### src/rtl/regfile_dumper.sv
// regfile_dumper: debug/trace reader that walks the integer register file
// through read port 1 and streams each register value out over a valid/ready
// interface, tagged with its index and a last flag on the final word.
// The done pulse is registered from the DONE state, so it appears in the
// cycle after DONE (two cycles after the final handshake cycle).
module regfile_dumper #(
    parameter int XLEN         = 32,
    parameter int REG_ADDR_LEN = 5,
    parameter int NUM_REGS     = 32,
    parameter int SKIP_ZERO    = 1
) (
    input  logic                    clk,
    input  logic                    reset_n,
    input  logic                    start,
    input  logic                    abort,
    output logic [REG_ADDR_LEN-1:0] ra,
    input  logic [XLEN-1:0]         rd,
    output logic                    dump_valid,
    input  logic                    dump_ready,
    output logic [XLEN-1:0]         dump_data,
    output logic [REG_ADDR_LEN-1:0] dump_idx,
    output logic                    dump_last,
    output logic                    busy,
    output logic                    done
);

    localparam logic [1:0] ST_IDLE = 2'd0;
    localparam logic [1:0] ST_READ = 2'd1;
    localparam logic [1:0] ST_HOLD = 2'd2;
    localparam logic [1:0] ST_DONE = 2'd3;

    localparam logic [REG_ADDR_LEN-1:0] FIRST_IDX =
        (SKIP_ZERO != 0) ? REG_ADDR_LEN'(1) : '0;
    localparam logic [REG_ADDR_LEN-1:0] LAST_IDX = REG_ADDR_LEN'(NUM_REGS - 1);

    logic [1:0]              state_q, state_d;
    logic [REG_ADDR_LEN-1:0] ra_q, ra_d;
    logic [XLEN-1:0]         data_q, data_d;
    logic [REG_ADDR_LEN-1:0] idx_q, idx_d;
    logic                    last_q, last_d;
    logic                    valid_q, valid_d;
    logic                    busy_q, busy_d;
    logic                    done_q, done_d;

    // Next-state logic: walk READ/HOLD pairs, abort returns to IDLE at once
    always_comb begin
        state_d = state_q;
        ra_d    = ra_q;
        data_d  = data_q;
        idx_d   = idx_q;
        last_d  = last_q;
        valid_d = valid_q;
        done_d  = 1'b0;

        if (abort && (state_q != ST_IDLE)) begin
            state_d = ST_IDLE;
            valid_d = 1'b0;
            last_d  = 1'b0;
        end else begin
            case (state_q)
                ST_IDLE: begin
                    if (start && !abort) begin
                        ra_d    = FIRST_IDX;
                        state_d = ST_READ;
                    end
                end
                ST_READ: begin
                    data_d  = rd;
                    idx_d   = ra_q;
                    last_d  = (ra_q == LAST_IDX);
                    valid_d = 1'b1;
                    state_d = ST_HOLD;
                end
                ST_HOLD: begin
                    if (valid_q && dump_ready) begin
                        valid_d = 1'b0;
                        if (last_q) begin
                            state_d = ST_DONE;
                        end else begin
                            ra_d    = ra_q + REG_ADDR_LEN'(1);
                            state_d = ST_READ;
                        end
                    end
                end
                default: begin
                    last_d  = 1'b0;
                    done_d  = 1'b1;
                    state_d = ST_IDLE;
                end
            endcase
        end

        busy_d = (state_d == ST_READ) || (state_d == ST_HOLD);
    end

    // State and output registers with asynchronous active-low reset
    always_ff @(posedge clk or negedge reset_n) begin
        if (!reset_n) begin
            state_q <= ST_IDLE;
            ra_q    <= '0;
            data_q  <= '0;
            idx_q   <= '0;
            last_q  <= 1'b0;
            valid_q <= 1'b0;
            busy_q  <= 1'b0;
            done_q  <= 1'b0;
        end else begin
            state_q <= state_d;
            ra_q    <= ra_d;
            data_q  <= data_d;
            idx_q   <= idx_d;
            last_q  <= last_d;
            valid_q <= valid_d;
            busy_q  <= busy_d;
            done_q  <= done_d;
        end
    end

    assign ra         = ra_q;
    assign dump_valid = valid_q;
    assign dump_data  = data_q;
    assign dump_idx   = idx_q;
    assign dump_last  = last_q;
    assign busy       = busy_q;
    assign done       = done_q;

endmodule

### config.mk
export PLATFORM = sky130hd
export DESIGN_NAME = regfile_dumper
export DESIGN_NICKNAME = d
export VERILOG_FILES = /design/src/rtl/regfile_dumper.sv
export SDC_FILE = /design/constraint.sdc
export NUM_CORES = 1
export LEC_CHECK = 0
export BUFFER_PORTS_ARGS = -buffer_cell sky130_fd_sc_hd__buf_2
export CORE_MARGIN = 4
export CORE_UTILIZATION = 51
export DETAILED_ROUTE_END_ITERATION = 12
export GPL_TIMING_DRIVEN = 0
export PLACE_DENSITY = 0.84
export SLEW_MARGIN = 20
export SYNTH_ARGS = -nofsm -noshare
export SYNTH_HDL_FRONTEND = slang
export SYNTH_SLANG_ARGS = --single-unit
### constraint.sdc
create_clock -name clk -period 2.9 [get_ports clk]
set_clock_uncertainty 0.1 [all_clocks]
set_input_delay 0.29 -clock clk [delete_from_list [all_inputs] [get_ports clk]]
set_output_delay 0.29 -clock clk [all_outputs]
set_load 0.02 [all_outputs]
==> out/qor.txt, run 1 <==
Maximum fanout along the worst path - 4
Reg power frac - 44.6%
Final hold vios - 0
Fin. max-slew vios - 0
Critical Path Start Type - flip-flop
Chip Width - 70.8 um
Area of placed instances - 2480 um2
Setup ws final - 1.24 ns
Layout cells sized above 1 - 61.2%
Worst path buffer plus inverter count - 0
Worst Tran Pin Value - 0.566 ns
Routed wire length - 3790 um
Place WS - 1.24 ns
Final setup fails - 0
HP Class - input port to flip-flop
Post-Synthesis Cells - 134
Max_cap viols - 0
Worst path max stage delay - 0.41 ns
Fraction of the yosys area taken by sequential cells - 59.7%
Synth async-reset ratio - 100%
Crit end category - flip-flop
Post-route ant nets - 0
Net count, final - 262
Die area - 5010 um2
Initial antenna violation count - 0
Post-Syn Nets - 173
Critical Path RT - 2.97 ns
H-tree lvl count - 2
Flop2flop setup slack - 1.24 ns
WL/cell - 13.9 um
Clk buf depth - 2
PortBufs - 81
Ys Warns - 0
Drc violations - 0
Core ar. - 3740 um2
Global-route wire length before repair - 6260 um
Final critical-path share of the clock period - 57.3%
HPWL Detailed - 2820 um
DR vias/cell - 4.94
Via count - 1344
EDFF count, synth - 0
Fmax - 601 MHz
Most frequent cells in the layout - 81 x buf_2, 48 x dfrtp_1, 29 x mux2_2, 9 x mux2_4, 6 x nand2_1
Critical path's top delay family - simple AND/OR/NAND/NOR gates
Arrival time of the worst setup path - 1.74 ns
Io pins - 83
Combinational Power Share - 33.7%
Area Overhead vs Synth - 29.1%
Switching Fraction - 32.6%
Most used DFF post-synth - dfrtp_1
Num CTS Buffers - 5
Crit-path cells - and3b_1, a21oi_1, nor3_2, mux2_1
Vias in the first global route - 1354
CTS tree - built
RSZ-0062 raised after global routing - no
Worst-skew pair later-pin latency - 0.29 ns
Status - finished clean
Max_slew headroom - 62.3%
Register bit total from synthesis - 48
Slowest cell on crit path - dfrtp_1
Cell Rows - 22
Net switching power - 0.682 mW
Clock root cell - clkbuf_8
Post-synthesis cell area - 2010 um2
Die H - 70.8 um
Clock network fraction of total power - 21.7%
Hold-fix buffers, CTS - 0
Iteration-0 DRC Markers - 51
Int Pwr - 1.41 mW
Tmin final - 1.66 ns
Ant. Diodes - 0
Sum Neg Setup Slack - 0 ns
Post-route cell area - 2600 um2
DRT Pass-1 Iters - 4
Syn_area_per_cell - 15.0 um2
Largest net degree at the start of global routing - 49
Most common cell after layout, fill and taps aside - buf_2
Post-CTS Resized - 0
Initial Util - 53.7%
Crit Path Class - flip-flop to flip-flop
Tot GR Track Use - 15.8%
RePlAce Congestion - 0.820
Clock sinks - 48
Peak VDD IR - 495 uV
Post-CTS setup buffer count - 0
Grt total ovfl - 0
Power per Cell Area - 806 nW/um2
Leak - 1.32 nW
Library cells used by synthesis - 31
Reg clk slew, reported paths - 0.08 ns
stage by stage:
stage	hold WS (ns)	power (mW)	utilization [%]	cells
after floorplan	-0.106	1.40	-	134
after global placement	0.384	1.64	66.1	263
after detailed placement	0.389	1.66	66.1	263
after CTS	0.0942	2.12	69.0	271
after global routing	0.109	2.21	69.4	272
final	0.126	2.09	69.4	272
logic make-up after synthesis:
logic type               Yosys count  synth area share, %
flip-flops                        48                 59.7
multiplexers                      42                 25.1
AND/OR/NAND/NOR                   19                 5.60
buffers and inverters             12                 4.23
AO/OA/AOI/OAI                     10                 3.67
adder cells (fa/ha/maj)            2                 1.24
XOR/XNOR                           1                0.436
worst paths after layout:
path / from / to / cells past startpoint
setup / recovery: dump_last / ra[0] / 4
hold / removal: rd[11] / dump_data[11] / 2
setup reg to reg: dump_last / ra[0] / 4
hold reg to reg: dump_data[14] / dump_data[14] / 1
max in group asynchronous: reset_n / dump_data[13] / 2
min in group asynchronous: reset_n / dump_data[12] / 2
power by group through the flow:
stage / Combinational, mW / Clock, mW / Sequential [mW]
after floorplan: 0.233 / 0 / 1.17
after global placement: 0.699 / 0 / 0.938
after detailed placement: 0.711 / 0 / 0.945
after CTS: 0.713 / 0.468 / 0.936
after global routing: 0.754 / 0.496 / 0.963
final: 0.704 / 0.454 / 0.933
area by class of cell:
type / count / area [um2]
flip-flops and latches: 48 / 1200
fillers: 297 / 1150
plain buffers: 7 / 66.3
inverters: 5 / 18.8
multi-input cells: 74 / 724
well taps: 48 / 60.1
repair buffers: 82 / 418
clock inverters: 2 / 35.0
clock buffers: 6 / 72.6
flip-flops by register name (all words and copies together) (netlist names):
name,count
dump_data,32
dump_idx,5
busy,1
dump_valid,1
done,1
ra,5
dump_last,1
state_q,2
cells in the mapped netlist (2+ instances only):
cell      n  area (um2)
a21oi_1   3        15.0
a22o_1    2        17.5
buf_4     4        30.0
dfrtp_1  48        1200
ha_1      2        25.0
inv_1     4        15.0
mux2_1    2        22.5
mux2_2   29         327
mux2_4    9         135
mux2i_1   2        20.0
nand2_1   6        22.5
nor2_1    2        7.51
nor3_1    3        15.0
per-layer routing:
layer | routed length (um) | track usage [%]
met1 | 1620 | 20.7
met2 | 1760 | 25.2
met3 | 356 | 5.11
met4 | 53 | 5.01
met5 | 0 | 0
Note: power is estimated with default switching activity, not from simulation.
==> inputs of run 2 (changes only) <==
ABC_AREA = 1   (was default)
CORE_UTILIZATION = 43   (was 51)
PLACE_DENSITY = 0.75   (was 0.84)
clock period = 1.4 ns   (was 2.9 ns; I/O delays follow)
==> run 2 against run 1 <==
Clock power up 130%. Combinational power grew 150%. Sequential power up 120%. Non-clock buffer count is 33 higher. Via count grew 35%. Design area up 17%. Sequential cell count unchanged. Critical path type unchanged. Largest power group unchanged.
==> out/qor.txt, run 2 <==
Critical Path Start Type - flip-flop (unchanged)
Crit-path cells - inv_2, nand2_1, nor2_1, nand2_2, buf_8, nand2_1, o21ai_2 (was and3b_1, a21oi_1, nor3_2, mux2_1)
Routed length on met2 - 2410 um (was 1760 um)
Largest area contributor in the netlist - dfrtp_1 (unchanged)
Register bit total from synthesis - 48 (unchanged)
Worst hold stages - 3 (was 2)
R2R Path Start - state_q[0] (was dump_last)
Status - finished clean (unchanged)
Cell Rows - 25 (was 22)
Die area - 6070 um2 (was 5010 um2)
Post-route ant nets - 0 (unchanged)
Clk buf depth - 2 (unchanged)
Drc violations - 0 (unchanged)
Post-Synthesis Cells - 226 (was 134)
Post-Syn Nets - 265 (was 173)
M1 WL - 2120 um (was 1620 um)
Net count, final - 385 (was 262)
Tot GR Track Use - 16.6% (was 15.8%)
Fmax - 752 MHz (was 601 MHz)
Synth async-reset ratio - 100% (unchanged)
CTS tree - built (unchanged)
Num CTS Buffers - 5 (unchanged)
Met3 wire length - 263 um (was 356 um)
Top cell by count, worst path - nand2_1
Maximum fanout along the worst path - 10 (was 4)
Most common cell after layout, fill and taps aside - buf_2 (unchanged)
Most used DFF post-synth - dfrtp_1 (unchanged)
Worst Tran Pin Value - 0.598 ns (was 0.566 ns)
Via count - 1811 (was 1344)
Reg clk slew, reported paths - 0.08 ns (about the same)
Fin. max-slew vios - 0 (unchanged)
HPWL Detailed - 3300 um (was 2820 um)
H-tree lvl count - 2 (unchanged)
Leak - 1.70 nW (was 1.32 nW)
Synth cell count leaders - 55 x nand2_1, 48 x dfrtp_1, 40 x inv_1 (was 48 x dfrtp_1, 29 x mux2_2, 9 x mux2_4)
Clock sinks - 48 (unchanged)
Yosys top cell area share - 57.1% (was 59.7%)
Core ar. - 4720 um2 (was 3740 um2)
Area of placed instances - 2600 um2 (was 2480 um2)
Area Overhead vs Synth - 45.0% (was 29.1%)
Clock root cell - clkbuf_8 (unchanged)
Ant. Diodes - 0 (unchanged)
Most frequent cells in the layout - 81 x buf_2, 54 x nand2_1, 46 x dfrtp_1, 40 x inv_1, 29 x o21ai_0 (was 81 x buf_2, 48 x dfrtp_1, 29 x mux2_2, 9 x mux2_4, 6 x nand2_1)
Die H - 77.9 um (was 70.8 um)
Largest register FFs - 32 (unchanged)
EDFF count, synth - 0 (unchanged)
Max_cap viols - 0 (unchanged)
Final critical-path share of the clock period - 95.0% (was 57.3%)
Library cells used by synthesis - 20 (was 31)
Iteration-0 DRC Markers - 61 (was 51)
Hold Crit Endpoint - dump_data[25] (was dump_data[11])
Layout fillers - 405 (was 297)
Final hold vios - 0 (unchanged)
Largest net degree at the start of global routing - 49 (unchanged)
Worst path max stage delay - 0.43 ns (was 0.41 ns)
DR vias/cell - 4.37 (was 4.94)
Area of the multi-input gates - 661 um2 (was 724 um2)
Critical Path RT - 1.48 ns (was 2.97 ns)
Place WS - 0.00613 ns (was 1.24 ns)
Peak VDD IR - 572 uV (was 495 uV)
Top Metal Used - met4 (unchanged)
Post-route cell area - 3050 um2 (was 2600 um2)
Setup ws final - 0.0705 ns (was 1.24 ns)
Initial antenna violation count - 0 (unchanged)
Flop2flop setup slack - 0.07 ns (was 1.24 ns)
Final setup fails - 0 (unchanged)
Tmin final - 1.33 ns (was 1.66 ns)
Chip Width - 77.9 um (was 70.8 um)
Ys Warns - 0 (unchanged)
Max_slew headroom - 60.1% (was 62.3%)
Layout cells sized above 1 - 38.0% (was 61.2%)
Grt total ovfl - 0 (unchanged)
HP Class - input port to flip-flop (unchanged)
Worst-skew pair later-pin latency - 0.29 ns (about the same)
Crit Path Class - flip-flop to flip-flop (unchanged)
Power Total - 4.84 mW (was 2.09 mW)
Hold path start - rd[25] (was rd[11])
Slowest cell on crit path - dfrtp_1 (unchanged)
Worst R2R Path Depth - 7 (was 4)
Vias in the first global route - 1738 (was 1354)
Register Area - 1200 um2 (about the same)
WL/cell - 11.7 um (was 13.9 um)
Top cells by area, synth - dfrtp_1 57%, nand2_1 9.8%, inv_1 7.1%, o21ai_0 6.9%, o21ai_2 6.2% (was dfrtp_1 60%, mux2_2 16%, mux2_4 6.7%, buf_4 1.5%, ha_1 1.2%)
Fraction of the yosys area taken by sequential cells - 57.1% (was 59.7%)
Critical path's top delay family - flip-flops (was simple AND/OR/NAND/NOR gates)
Worst path buffer plus inverter count - 2 (was 0)
PortBufs - 82 (was 81)
Routed wire length - 4840 um (was 3790 um)
Initial Util - 44.5% (was 53.7%)
Crit end category - flip-flop (unchanged)
Count leader, synth - nand2_1 (was dfrtp_1)
Global-route wire length before repair - 8120 um (was 6260 um)
Syn_area_per_cell - 9.31 um2 (was 15.0 um2)
FF-to-FF End - ra[0] (unchanged)
Io pins - 83 (unchanged)
DRT Pass-1 Iters - 4 (unchanged)
Arrival time of the worst setup path - 1.41 ns (was 1.74 ns)
Post-synthesis cell area - 2100 um2 (was 2010 um2)
Power per Cell Area - 1590 nW/um2 (was 806 nW/um2)
RePlAce Congestion - 0.809 (was 0.820)
Final Core Density - 64.6% (was 69.4%)
==> run 2: final cells by class <==
cell class,instances,share of cell area [%]
flip-flops and latches,48,39.5
repair buffers,113,23.4
multi-input cells,126,21.7
inverters,43,5.38
plain buffers,9,3.20
clock buffers,7,3.16
well taps,67,2.75
clock inverters,1,0.985
==> run 2: how the worst max path moves through the flow <==
stage                     slack, ns     to        from  depth (start not counted)
after floorplan               0.007  ra[4]       ra[0]                          6
after detailed placement      0.006  ra[4]       ra[0]                          6
final                          0.07  ra[0]  state_q[0]                          7
after global routing          -0.03  ra[0]  state_q[0]                          7
after CTS                     0.003  ra[4]       ra[1]                          6
after global placement         0.03  ra[4]       ra[0]                          6
==> run 2: through the flow <==
stage                     setup TNS (ns)  hold WS, ns  std cells
final                                  0       0.0129        414
after global routing             -0.0413       0.0153        414
after CTS                              0      -0.0186        409
after detailed placement               0        0.249        375
after global placement                 0        0.243        375
after floorplan                        0       -0.256        226
==> run 2: power breakdown <==
group          switching, mW  internal (mW)  leakage [nW]
Sequential             0.226           1.80         0.614
Clock                  0.422          0.630        0.0645
Combinational           1.09          0.661          1.02
Total                   1.74           3.09          1.70
==> run 2: what timing repair did <==
item,CTS,global route
endpoints found under the setup margin,1,6
resized for setup,0,6
setup buffers,1,3
endpoints found under the hold margin,74,49
hold buffers,25,2
==> run 2: cell families (layout without fill, tap and decap cells) <==
logic type / after synthesis / count (layout) / share of synthesized area (%)
adders and majority gates: 2 / 2 / 1.19
DFF: 48 / 48 / 57.1
AOI/OAI and AO/OA: 46 / 46 / 13.6
buffers and inverters: 52 / 173 / 12.2
and+or+nand+nor: 78 / 78 / 15.9
==> run 2: worst min-delay path, cell delays in order <==
cell and delay, ns:
buf_2 0.10, inv_1 0.04, o21ai_0 0.08
==> run 2: metal layers <==
| layer | vias to the layer above | track usage (%) |
|---|---|---|
| li1 | 926 | - |
| met1 | 827 | 21.1 |
| met2 | 54 | 28.3 |
| met3 | 4 | 4.06 |
| met4 | 0 | 4.20 |
| met5 | - | 0 |
==> inputs of run 3 (changes only) <==
GPL_TIMING_DRIVEN = default   (was 0)
==> run 3 against run 2 <==
Die area did not move. Highest routed layer unchanged. Hold slack worse by 0.0023 ns. Worst setup slack got worse by 0.030 ns. Global-route usage decreased by 0.16 points. Sequential power about the same. Power down 2.2%. Final cell count down 0.48%. Sequential cell count did not move. Critical path type is now flip-flop to output pin. Combinational power barely moved. Via count is 2.2% lower.
==> out/qor.txt, run 3 (synthesis results as in run 2) <==
Status - finished clean (unchanged)
Arrival time of the worst setup path - 1.12 ns (was 1.41 ns)
Power Total - 4.73 mW (was 4.84 mW)
R2R Path Start - state_q[0] (unchanged)
Fin. max-slew vios - 0 (unchanged)
RSZ-0062 raised after global routing - no
Initial Util - 44.5% (unchanged)
Hold path start - rd[18] (was rd[25])
Clock sinks - 48 (unchanged)
Post-route cell area - 3020 um2 (was 3050 um2)
Core ar. - 4720 um2 (unchanged)
Maximum fanout along the worst path - 5 (was 10)
Top cell by count, worst path - buf_4 (was nand2_1)
Final setup fails - 0 (unchanged)
Crit end category - output pin (was flip-flop)
Critical Path Start Type - flip-flop (unchanged)
DRT Pass-1 Iters - 4 (unchanged)
Via count - 1772 (was 1811)
Worst Hold Slack - 0.0106 ns (was 0.0129 ns)
Clock root cell - clkbuf_8 (unchanged)
Worst Tran Pin Value - 0.269 ns (was 0.598 ns)
Power per Cell Area - 1570 nW/um2 (was 1590 nW/um2)
Largest net degree at the start of global routing - 49 (unchanged)
Most common cell after layout, fill and taps aside - buf_2 (unchanged)
Peak VDD IR - 872 uV (was 572 uV)
Max_slew headroom - 82.0% (was 60.1%)
Crit-path cells - buf_4, buf_4, buf_2 (was inv_2, nand2_1, nor2_1, nand2_2, buf_8, nand2_1, o21ai_2)
Clock network fraction of total power - 20.4% (was 21.8%)
Tot GR Track Use - 16.4% (was 16.6%)
Iteration-0 DRC Markers - 62 (was 61)
Ant. Diodes - 0 (unchanged)
Die H - 77.9 um (unchanged)
Layout fillers - 398 (was 405)
Int Pwr - 2.98 mW (was 3.09 mW)
Critical path launch point - ra[0] (was state_q[0])
H-tree lvl count - 2 (unchanged)
Setup ws final - 0.0409 ns (was 0.0705 ns)
Worst-skew pair later-pin latency - 0.29 ns (about the same)
Leak - 1.68 nW (was 1.70 nW)
Tmin final - 1.36 ns (was 1.33 ns)
Net switching power - 1.75 mW (was 1.74 mW)
Slowest cell on crit path - dfrtp_2 (was dfrtp_1)
Critical Path RT - 1.16 ns (was 1.48 ns)
Post-route ant nets - 0 (unchanged)
Grt total ovfl - 0 (unchanged)
Place WS - 0.0682 ns (was 0.00613 ns)
Switching Fraction - 36.9% (was 36.0%)
Chip Width - 77.9 um (unchanged)
Reg clk slew, reported paths - 0.08 ns (about the same)
Routed wire length - 4750 um (was 4840 um)
Vias in the first global route - 1832 (was 1738)
Io pins - 83 (unchanged)
HP Class - input port to flip-flop (unchanged)
Num CTS Buffers - 5 (unchanged)
Fmax - 736 MHz (was 752 MHz)
CTS tree - built (unchanged)
Global-route wire length before repair - 8070 um (was 8120 um)
Combinational Power Share - 36.9% (was 36.3%)
Sum Neg Setup Slack - 0 ns (unchanged)
Reg power frac - 42.7% (was 42.0%)
Largest register FFs - 32 (unchanged)
Worst path buffer plus inverter count - 3 (was 2)
Initial antenna violation count - 0 (unchanged)
Layout cells sized above 1 - 36.2% (was 38.0%)
PortBufs - 82 (unchanged)
Area of placed instances - 2580 um2 (was 2600 um2)
Final hold vios - 0 (unchanged)
Worst path max stage delay - 0.41 ns (was 0.43 ns)
Register Area - 1200 um2 (unchanged)
Area Overhead vs Synth - 43.4% (was 45.0%)
WL/cell - 11.5 um (was 11.7 um)
HPWL Detailed - 3070 um (was 3300 um)
Placed cells - 372 (was 375)
Critical path's top delay family - buffers and inverters (was flip-flops)
Crit Path Class - flip-flop to output pin (was flip-flop to flip-flop)
Final Core Density - 63.9% (was 64.6%)
Non-Filler Instances - 412 (was 414)
Cell Rows - 25 (unchanged)
Most frequent cells in the layout - 82 x buf_2, 55 x nand2_1, 46 x dfrtp_1, 40 x inv_1, 31 x dlygate4sd3_1 (was 81 x buf_2, 54 x nand2_1, 46 x dfrtp_1, 40 x inv_1, 29 x o21ai_0)
Max_cap viols - 0 (unchanged)
Drc violations - 0 (unchanged)
Clk buf depth - 2 (unchanged)
Final critical-path share of the clock period - 97.1% (was 95.0%)
Net count, final - 383 (was 385)
Die area - 6070 um2 (unchanged)
DR vias/cell - 4.30 (was 4.37)
RePlAce Congestion - 0.890 (was 0.809)
Area of the multi-input gates - 656 um2 (was 661 um2)
-- run 3: path summary, 6_finish.rpt --
| path | slack [ns] | endpoint | cells past startpoint |
|---|---|---|---|
| hold / removal | 0.01 | dump_data[18] | 3 |
| min in group asynchronous | 0.24 | dump_idx[4] | 3 |
| setup reg to reg | 0.08 | busy | 7 |
| max in group asynchronous | 0.70 | dump_data[30] | 3 |
| hold reg to reg | 0.38 | dump_idx[4] | 2 |
| setup / recovery | 0.04 | ra[0] | 3 |
-- run 3: worst min-delay path: cells and delay by family --
family / cells / cell delay (ns)
buffers and inverters: 2 / 0.13
AO/OA/AOI/OAI: 1 / 0.08
-- run 3: power groups by stage --
stage                     Sequential, mW  Clock, mW  Combinational [mW]
after floorplan                     2.58          0               0.506
after global placement              2.03          0                1.63
after detailed placement            2.04          0                1.67
after CTS                           2.02       1.01                1.74
after global routing                2.08       1.06                1.90
final                               2.02      0.964                1.75
-- run 3: layout make-up --
cell class / count / area share (%)
well taps: 67 / 2.78
inverters: 43 / 5.43
repair buffers: 120 / 26.6
multi-input cells: 126 / 21.7
clock inverters: 2 / 1.16
flip-flops and latches: 48 / 39.9
clock buffers: 6 / 2.41
-- run 3: what timing repair did --
item,4_1_cts,5_1_grt
setup buffers,0,1
endpoints found under the hold margin,79,0
resized for setup,0,4
hold buffers,31,0
setup endpoints to repair,0,9
-- run 3: per-layer routing --
| metal | share of wire (%) | global-route usage, % | vias to the layer above |
|---|---|---|---|
| met5 | 0 | 0 | - |
| met4 | 1.1 | 4.90 | 0 |
| li1 | - | - | 927 |
| met2 | 48 | 29.1 | 54 |
| met3 | 4.6 | 3.36 | 4 |
| met1 | 46 | 20.1 | 787 |
